## src/rtl/bru_pkg.sv

```systemverilog
// bru_pkg: shared constants for the branch resolve / predict unit.
// Holds the bru_op one-hot bit positions, 2-bit counter encodings,
// default parameter values and the saturating counter step function.
package bru_pkg;

   // Default parameter values
   localparam int XLEN_DEF      = 64;
   localparam int ADDR_W_DEF    = 32;
   localparam int BHT_DEPTH_DEF = 64;

   // bru_op bit positions, one-hot {jal,jalr,beq,bne,blt,bge,bltu,bgeu} MSB first
   localparam int OP_JAL  = 7;
   localparam int OP_JALR = 6;
   localparam int OP_BEQ  = 5;
   localparam int OP_BNE  = 4;
   localparam int OP_BLT  = 3;
   localparam int OP_BGE  = 2;
   localparam int OP_BLTU = 1;
   localparam int OP_BGEU = 0;

   // Conditional branches: everything except jal/jalr
   localparam logic [7:0] OP_COND_MASK = 8'h3F;

   // 2-bit branch history counter encodings; MSB is the taken prediction
   typedef enum logic [1:0] {
      CNT_SNT = 2'b00,
      CNT_WNT = 2'b01,
      CNT_WT  = 2'b10,
      CNT_ST  = 2'b11
   } cnt_e;

   // Saturating step: move toward ST on taken, toward SNT on not-taken
   function automatic cnt_e cnt_next(input cnt_e c, input logic taken);
      case (c)
         CNT_SNT: return taken ? CNT_WNT : CNT_SNT;
         CNT_WNT: return taken ? CNT_WT  : CNT_SNT;
         CNT_WT:  return taken ? CNT_ST  : CNT_WNT;
         default: return taken ? CNT_ST  : CNT_WT;
      endcase
   endfunction

endpackage

```

## src/rtl/bru_bht.sv

```systemverilog
// bru_bht: table of 2-bit saturating branch history counters.
// Latency: combinational read, write lands at the next clk edge (read-before-write).
// Backpressure: none; a write is applied whenever wr_en is high.
//
// Ports:
//   clk, rst          clock, async active-high reset (all counters -> WNT)
//   rd_idx, rd_taken  read port: MSB of counter at rd_idx
//   wr_en, wr_idx,    write port: saturating step of counter at wr_idx
//   wr_taken            toward taken (1) or not-taken (0)
module bru_bht
   import bru_pkg::*;
#(
   parameter int DEPTH = BHT_DEPTH_DEF,
   localparam int IDX_W = $clog2(DEPTH)
)(
   input  logic             clk,
   input  logic             rst,
   input  logic [IDX_W-1:0] rd_idx,
   output logic             rd_taken,
   input  logic             wr_en,
   input  logic [IDX_W-1:0] wr_idx,
   input  logic             wr_taken
);

   logic [1:0] tbl [DEPTH];

   // Read sees the table contents before any same-cycle write lands
   assign rd_taken = tbl[rd_idx][1];

   always_ff @(posedge clk or posedge rst) begin
      if (rst) begin
         for (int i = 0; i < DEPTH; i++) begin
            tbl[i] <= CNT_WNT;
         end
      end else if (wr_en) begin
         tbl[wr_idx] <= cnt_next(cnt_e'(tbl[wr_idx]), wr_taken);
      end
   end

endmodule

```

## src/rtl/bru_pred.sv

```systemverilog
// bru_pred: branch resolve unit with a 2-bit-counter branch history table.
// Latency: 1 cycle from accepted request to registered result.
// Backpressure: in_ready = ~out_valid | out_ready; the result holds while out_valid & ~out_ready.
//
// Optional feature macro: BRU_PERF_CNT_EN adds perf_br_cnt / perf_mis_cnt.
//
// Ports:
//   clk, rst                          clock, async active-high reset
//   in_valid/in_ready                 request handshake
//   pc, bru_op, rdata1, rdata2, imm   branch to resolve (bru_op one-hot, jal MSB)
//   pred_taken, pred_addr             what fetch predicted
//   flush                             drop the registered result (beats an accept)
//   lookup_pc/lookup_taken            fetch-side BHT query, combinational
//   out_valid/out_ready               result handshake
//   br_e, br_addr, br_result          taken, target, pc+4 (ADDR_W bits, zero-extended)
//   mispredict, redirect_addr         redirect request and correct next PC
//   perf_br_cnt, perf_mis_cnt         saturating completion counters (macro only)
module bru_pred
   import bru_pkg::*;
#(
   parameter int XLEN      = XLEN_DEF,
   parameter int ADDR_W    = ADDR_W_DEF,
   parameter int BHT_DEPTH = BHT_DEPTH_DEF
)(
   input  logic            clk,
   input  logic            rst,
   input  logic            in_valid,
   output logic            in_ready,
   input  logic [XLEN-1:0] pc,
   input  logic [7:0]      bru_op,
   input  logic [XLEN-1:0] rdata1,
   input  logic [XLEN-1:0] rdata2,
   input  logic [XLEN-1:0] imm,
   input  logic            pred_taken,
   input  logic [XLEN-1:0] pred_addr,
   input  logic            flush,
   input  logic [XLEN-1:0] lookup_pc,
   output logic            lookup_taken,
   output logic            out_valid,
   input  logic            out_ready,
   output logic            br_e,
   output logic [XLEN-1:0] br_addr,
   output logic [XLEN-1:0] br_result,
   output logic            mispredict,
`ifdef BRU_PERF_CNT_EN
   output logic [31:0]     perf_br_cnt,
   output logic [31:0]     perf_mis_cnt,
`endif
   output logic [XLEN-1:0] redirect_addr
);

   localparam int IDX_W = $clog2(BHT_DEPTH);

   logic              accept;
   logic              is_cond;
   logic              eq;
   logic              lt;
   logic              ltu;
   logic              taken;
   logic              mis_c;
   logic [ADDR_W-1:0] pc_imm;
   logic [ADDR_W-1:0] rs1_imm;
   logic [ADDR_W-1:0] pc_plus4;
   logic [XLEN-1:0]   tgt_c;
   logic [XLEN-1:0]   res_c;
   logic [XLEN-1:0]   redir_c;
   logic              unused_ok;

   assign in_ready = ~out_valid | out_ready;
   assign accept   = in_valid & in_ready;
   assign is_cond  = |(bru_op & OP_COND_MASK);

   // Compares are over the full operand width
   assign eq  = (rdata1 == rdata2);
   assign lt  = ($signed(rdata1) < $signed(rdata2));
   assign ltu = (rdata1 < rdata2);

   // Address arithmetic is done at ADDR_W so it wraps naturally
   assign pc_imm   = pc[ADDR_W-1:0] + imm[ADDR_W-1:0];
   assign rs1_imm  = rdata1[ADDR_W-1:0] + imm[ADDR_W-1:0];
   assign pc_plus4 = pc[ADDR_W-1:0] + ADDR_W'(4);

   // Bits only partly consumed by the narrow address math / BHT indexing
   assign unused_ok = ^{pc, imm, lookup_pc, rs1_imm[0]};

   always_comb begin
      taken = bru_op[OP_JAL]  | bru_op[OP_JALR]
            | (bru_op[OP_BEQ]  &  eq)
            | (bru_op[OP_BNE]  & ~eq)
            | (bru_op[OP_BLT]  &  lt)
            | (bru_op[OP_BGE]  & ~lt)
            | (bru_op[OP_BLTU] &  ltu)
            | (bru_op[OP_BGEU] & ~ltu);

      tgt_c = '0;
      res_c = '0;
      res_c[ADDR_W-1:0] = pc_plus4;
      if (bru_op[OP_JALR]) begin
         tgt_c[ADDR_W-1:0] = {rs1_imm[ADDR_W-1:1], 1'b0};
      end else if (|bru_op) begin
         tgt_c[ADDR_W-1:0] = pc_imm;
      end

      // With no op selected taken=0, so this reduces to pred_taken
      mis_c   = (taken != pred_taken) | (taken & (pred_addr != tgt_c));
      redir_c = taken ? tgt_c : res_c;
   end

   // Result register: flush wins over an accept in the same cycle
   always_ff @(posedge clk or posedge rst) begin
      if (rst) begin
         out_valid     <= 1'b0;
         br_e          <= 1'b0;
         br_addr       <= '0;
         br_result     <= '0;
         mispredict    <= 1'b0;
         redirect_addr <= '0;
      end else if (flush) begin
         out_valid <= 1'b0;
      end else if (accept) begin
         out_valid     <= 1'b1;
         br_e          <= taken;
         br_addr       <= tgt_c;
         br_result     <= res_c;
         mispredict    <= mis_c;
         redirect_addr <= redir_c;
      end else if (out_ready) begin
         out_valid <= 1'b0;
      end
   end

   // Only conditional branches train the table; a flushed accept does not
   bru_bht #(
      .DEPTH (BHT_DEPTH)
   ) u_bht (
      .clk      (clk),
      .rst      (rst),
      .rd_idx   (lookup_pc[IDX_W+1:2]),
      .rd_taken (lookup_taken),
      .wr_en    (accept & is_cond & ~flush),
      .wr_idx   (pc[IDX_W+1:2]),
      .wr_taken (taken)
   );

`ifdef BRU_PERF_CNT_EN
   logic out_cond;

   always_ff @(posedge clk or posedge rst) begin
      if (rst) begin
         out_cond <= 1'b0;
      end else if (accept & ~flush) begin
         out_cond <= is_cond;
      end
   end

   // Counted at completion, saturating at all-ones
   always_ff @(posedge clk or posedge rst) begin
      if (rst) begin
         perf_br_cnt  <= '0;
         perf_mis_cnt <= '0;
      end else if (out_valid & out_ready) begin
         if (out_cond && (perf_br_cnt != '1)) begin
            perf_br_cnt <= perf_br_cnt + 32'd1;
         end
         if (mispredict && (perf_mis_cnt != '1)) begin
            perf_mis_cnt <= perf_mis_cnt + 32'd1;
         end
      end
   end
`endif

endmodule

```

## config.mk

```make
export PLATFORM = sky130hd
export DESIGN_NAME = bru_pred
export DESIGN_NICKNAME = d
export VERILOG_FILES = /design/src/rtl/bru_pkg.sv /design/src/rtl/bru_bht.sv /design/src/rtl/bru_pred.sv
export SDC_FILE = /design/constraint.sdc
export NUM_CORES = 1
export LEC_CHECK = 0
export ABC_AREA = 1
export BUFFER_PORTS_ARGS = -buffer_cell sky130_fd_sc_hd__buf_2
export CAP_MARGIN = 20
export CORE_AREA = 4 4 232 234
export CTS_BUF_LIST = sky130_fd_sc_hd__clkbuf_4 sky130_fd_sc_hd__clkbuf_8
export DETAILED_ROUTE_END_ITERATION = 10
export DIE_AREA = 0 0 236 238
export MAX_ROUTING_LAYER = met4
export PLACE_DENSITY = 0.66
export SYNTH_ARGS = -nofsm -noshare
export SYNTH_HDL_FRONTEND = slang
export SYNTH_HIERARCHICAL = 1
export SYNTH_SLANG_ARGS = --single-unit
export TNS_END_PERCENT = 50
```

## constraint.sdc

```tcl
create_clock -name clk -period 12.44 [get_ports clk]
set_clock_uncertainty 0.2 [all_clocks]
set_input_delay 3.732 -clock clk [delete_from_list [all_inputs] [get_ports clk]]
set_output_delay 3.732 -clock clk [all_outputs]
set_load 0.05 [all_outputs]
```

### Yosys cells after proc, flatten, opt, wreduce, memory -nomap -nowiden

Index checks and enable logic that the tools add are counted.

| cells by class | value |
|---|---|
| add/sub/neg operators | 3 |
| order comparisons | 5 |
| eq/ne operators | 5 |
| mux-type cells | 21 |
| bitwise gates (word level) | 26 |
| reductions and logical operators | 6 |

Operator list:

| cell | number |
|---|---|
| bitwise mux 128 bit | 1 |
| less-than comparator 64 bit | 2 |
| two-way mux 32 bit | 3 |
| adder 32 bit | 2 |
| == test 64 bit | 1 |
| inequality test 64 x 32 -> 1 bit | 1 |
| adder 32 x 3 -> 32 bit (second input constant) | 1 |
| binary-select mux 2 bit (select 6 bit) | 2 |
| two-way mux 2 bit | 8 |
| greater-or-equal comparator 7 bit (second input constant) | 2 |
| NOT 6 -> 7 bit | 2 |
| demux 2 bit (select 6 bit) | 1 |
| AND 1 bit | 10 |
| bitwise OR 1 bit | 9 |
| OR reduction 8 bit | 1 |
| less-than comparator 7 x 1 -> 1 bit (second input constant) | 1 |
| case mux 2 bit (3 select lines) | 1 |
| OR reduction 6 bit | 1 |
| two-way mux 1 bit | 5 |
| NOT 1 bit | 5 |
| nonzero test 3 bit | 1 |
| == test 2 x 1 -> 1 bit (second input constant) | 1 |
| == test 2 bit (second input constant) | 1 |
| zero test 2 bit | 1 |
| other kinds (3) | 3 |

| storage, ports and cells | value |
|---|---|
| register bits after elaboration | 259 |
| bits of input ports | 398 |
| output and inout port bits | 197 |
| logic and storage cells | 136 |

### Depth between registers and ports, before layout

| logic depth | value |
|---|---|
| depth in word-level cells | 12 |
| depth in mapped cells | 25 |
| depth with buffers taken out | 24 |

### Cells and area by module

The synthesis kept the hierarchy.

By module, submodules not included:

| module | times used | cells an instance | area each (sq um) | seq. area each (sq um) |
|---|---|---|---|---|
| bru_pred | 1 | 2172 | 12957.4 | 2477.4 |
| bru_bht | 1 | 1172 | 7608.5 | 3283.1 |

### Worst setup path before layout

No wires, ideal clock.

| path | value |
|---|---|
| path kind | input-to-output |
| from | in lookup_pc[3] |
| to | out lookup_taken |
| data arrival time | 5.073 ns |
| data required time | 8.508 ns |
| setup slack | 3.435 ns |
| cell stages on the path | 8 |
| cell sequence | clkbuf_1 clkbuf_1 o21ai_0 o221ai_1 o211ai_1 nand3_1 nand3_1 nand2_1 |

| on the way | value |
|---|---|
| word-level cells in the longest chain between the ends | 4 |

Ends and longest elaborated chain:

| element | RTL line | RTL |
|---|---|---|
| from (decl) | bru_pred.sv:37 | `input logic [XLEN-1:0] lookup_pc,` |
| NOT 6 -> 7 bit (implied by the code) | bru_bht.sv:28 | `assign rd_taken = tbl[rd_idx][1];` |
| binary-select mux 2 bit (select 6 bit) | bru_bht.sv:28 |  |
| two-way mux 2 bit (implied by the code) (2 in a row) | bru_bht.sv:28 |  |
| to (decl) | bru_pred.sv:38 | `output logic lookup_taken,` |

No other way between the ends. The select of a mux whose other input is x is not followed.

### Worst setup path in the final report

| path | value |
|---|---|
| from | in lookup_pc[2] |
| to | out lookup_taken |

Same word-level chain as after synthesis.

==> results.tsv <==
metric	value	unit
status	finished, final reports clean	
number of warnings issued by yosys	6	
clock root cell	sky130_fd_sc_hd__clkbuf_8	
distinct cell type count after synthesis	51	
final cell count without fillers	4426	
measured slew at the worst slew-check pin	971	ps
worst endpoint required time	8510	ps
drt initial violations	1998	
CTS H-tree lvls	2	
highest fanout seen on the critical path	42	
wire length of the first global-routing pass	114000	um
footprint of the multi-input gates	0.0123	mm2
most common cell after layout, fill and taps aside	sky130_fd_sc_hd__nand2_1	
Peak supply drop	66.2	uV
async set-or-reset flop fraction in the synthesized netlist	100	%
maximum frequency from static timing analysis	99.6	MHz
Mapped Area	0.0206	mm2
total power divided by cell area	116	mW/mm2
core region area	0.0520	mm2
fraction of the yosys area taken by sequential cells	28.0	%
type of element capturing the critical path	output pin	
leading register cell type out of synthesis	sky130_fd_sc_hd__dfrtp_1	
later-pin clock latency in the skew report	590	ps
total cell area at the placement stage	0.0226	mm2
clock-pin transition on the worst setup and hold timing paths	50	ps
total detailed-routing wirelength	76500	um
initial antenna violation count	16	
end-of-flow core utilization	45.2	%
post-CTS sizing	0	
floorplan die height	238	um
category of the most critical setup path	in -> out	
largest net degree at the start of global routing	93	
Reg2Reg Launch Point	u_bht/tbl[47]	
Fill cells	5634	
share of layout cells above drive strength 1	16.0	%
number of clock buffers inserted by TritonCTS	41	
Residual DRC	0	
count of flip-flops with a built-in enable after synthesis	0	
Clock Sink Count	227	
kind of start point of the critical path	input port	
Die Footprint	0.0562	mm2
endpoint with the worst hold slack	u_bht/tbl[106]	
number of setup buffers added after CTS	0	
Lkg Pwr	13.4	nW
min-delay worst type	reg -> reg	
Hold Crit Depth	2	
TritonRoute pass-1 iters	6	
Post-Route Setup TNS	0	ps
RSZ-0062 raised after global routing	no	
depth of the most critical reg-to-reg path	12	
area taken by flip-flops and latches	0.00576	mm2
most frequent cells in the layout	1,330 x sky130_fd_sc_hd__nand2_1, 453 x sky130_fd_sc_hd__inv_1, 376 x sky130_fd_sc_hd__buf_2	
routability-driven placement congestion ratio	0.982	
FF-to-FF End	u_bht/tbl[9]	
count of mapped cells out of synthesis	3344	
placed cell count	4339	
max-cap viol count	0	
final hold violations	0	
count of buffers inserted at the top-level ports	376	
minimum setup slack among reg-to-reg paths	8680	ps
final number of setup-violating endpoints	0	
number of vias after detailed routing	22100	
number of max-slew violations in the final report	0	
remaining max-slew budget at the tightest pin	35.2	%
overall power	2.72	mW
count of standard-cell rows	84	
flop and latch count out of synthesis	227	
number of vias per cell after detailed routing	4.99	
dpl hpwl	59500	um
number of buffers between clock root and the deepest sink	3	
fin nets	4221	
minimum clock period after layout	10040	ps
starting density of the core	39.5	%
final instance area	0.0235	mm2
Area Growth Syn to Fin	14.4	%
average instance area after synthesis	6.15	um2
Remaining Overflow, GRT	0	
Min-Delay Startpoint	u_bht/tbl[106]	
number of nets still failing antenna checks after routing	0	
Boundary Pins	595	
clock tree from TritonCTS	built	
final clock period utilization by the worst path	80.7	%
WL per Instance	17.3	um
number of global-route vias before repair	19800	
die boundary width	236	um
gr usage total	26.5	%
total of hold buffers inserted after clock tree synthesis	0	
data arrival at the endpoint of the critical path	6110	ps
worst max path at each step:
stage              endpoint  slack, ps  cells after the start    startpoint
6_report       lookup_taken       2400                      9  lookup_pc[2]
3_3_place_gp   lookup_taken       2470                      9  lookup_pc[2]
5_1_grt        lookup_taken       2240                      9  lookup_pc[2]
2_1_floorplan  lookup_taken       3430                      8  lookup_pc[3]
4_1_cts        lookup_taken       2470                      9  lookup_pc[2]
3_5_place_dp   lookup_taken       2480                      9  lookup_pc[2]
power by group:
part,internal [mW],switching [mW]
combinational,0.268,0.785
clock,0.412,0.337
sequential,0.856,0.0633
synth_stat cells, drive strengths merged, types with 2 or more instances:
| master | number | area [um2] |
|---|---|---|
| a21o | 2 | 15.0 |
| a21oi | 103 | 561 |
| a31oi | 12 | 75.1 |
| buf | 146 | 1050 |
| clkbuf | 30 | 113 |
| dfrtp | 163 | 4080 |
| dfstp | 64 | 1680 |
| fa | 2 | 40.0 |
| ha | 126 | 1580 |
| inv | 460 | 1730 |
| nand2 | 1343 | 5080 |
| nand2b | 2 | 12.5 |
| nand3 | 236 | 1230 |
| nand3b | 43 | 323 |
| nand4 | 23 | 144 |
| nor2 | 336 | 1310 |
| nor3 | 44 | 257 |
| nor3b | 2 | 15.0 |
| nor4 | 9 | 56.3 |
| o211ai | 22 | 170 |
| o21a | 5 | 37.5 |
| o21ai | 113 | 566 |
| o21bai | 9 | 67.6 |
| o221ai | 3 | 26.3 |
| o22ai | 6 | 37.5 |
| or2 | 6 | 37.5 |
| xnor2 | 6 | 52.6 |
| xor2 | 22 | 193 |
cell families (layout without fill, tap and decap cells):
kind of cell	after synthesis	in the layout	share of synthesized area [%]
AND/OR/NAND/NOR	2048	2048	41.3
AO/OA/AOI/OAI	276	276	7.60
flip-flops	227	227	28.0
adder cells (fa/ha/maj)	128	128	7.86
other	1	110	0.0182
XOR/XNOR	28	28	1.19
buffers and inverters	636	921	14.0
layout make-up:
type / count / share of cell area [%]
multi-input combinational: 2576 / 52.2
antenna: 14 / 0.149
clock inverter: 8 / 0.197
inverter: 460 / 7.37
clock buffer: 64 / 3.42
sequential: 227 / 24.5
tap: 688 / 3.66
timing repair buffer: 389 / 8.49
stage by stage:
| stage | setup WS, ps | hold slack, ps |
|---|---|---|
| final | 2400 | 266 |
| after global routing | 2240 | 278 |
| after CTS | 2470 | 266 |
| after detailed placement | 2480 | 256 |
| after global placement | 2470 | 252 |
| after floorplan | 3430 | 247 |
critical path: stages:
cell and delay [ps]:
sky130_fd_sc_hd__buf_2 550, sky130_fd_sc_hd__inv_1 580, sky130_fd_sc_hd__o21ai_0 310, sky130_fd_sc_hd__o22ai_1 100, sky130_fd_sc_hd__o211ai_1 230, sky130_fd_sc_hd__nand3_1 140, sky130_fd_sc_hd__nand3b_1 100, sky130_fd_sc_hd__nand2_1 100
sky130_fd_sc_hd__buf_2 230
metal layers:
metal | vias to the layer above | global-route usage [%] | wire (um)
li1 | 11000 | - | -
met1 | 10000 | 35.1 | 32900
met2 | 949 | 41.5 | 34400
met3 | 137 | 4.45 | 6530
met4 | 0 | 8.88 | 2730
met5 | - | - | 0
registers in the layout, summed over array words and instances, names as in the netlist:
register	cells
mispredict	1
u_bht/tbl	128
br_result	32
out_valid	1
br_addr	32
br_e	1
redirect_addr	32
Power figures use the tool's default switching activity.
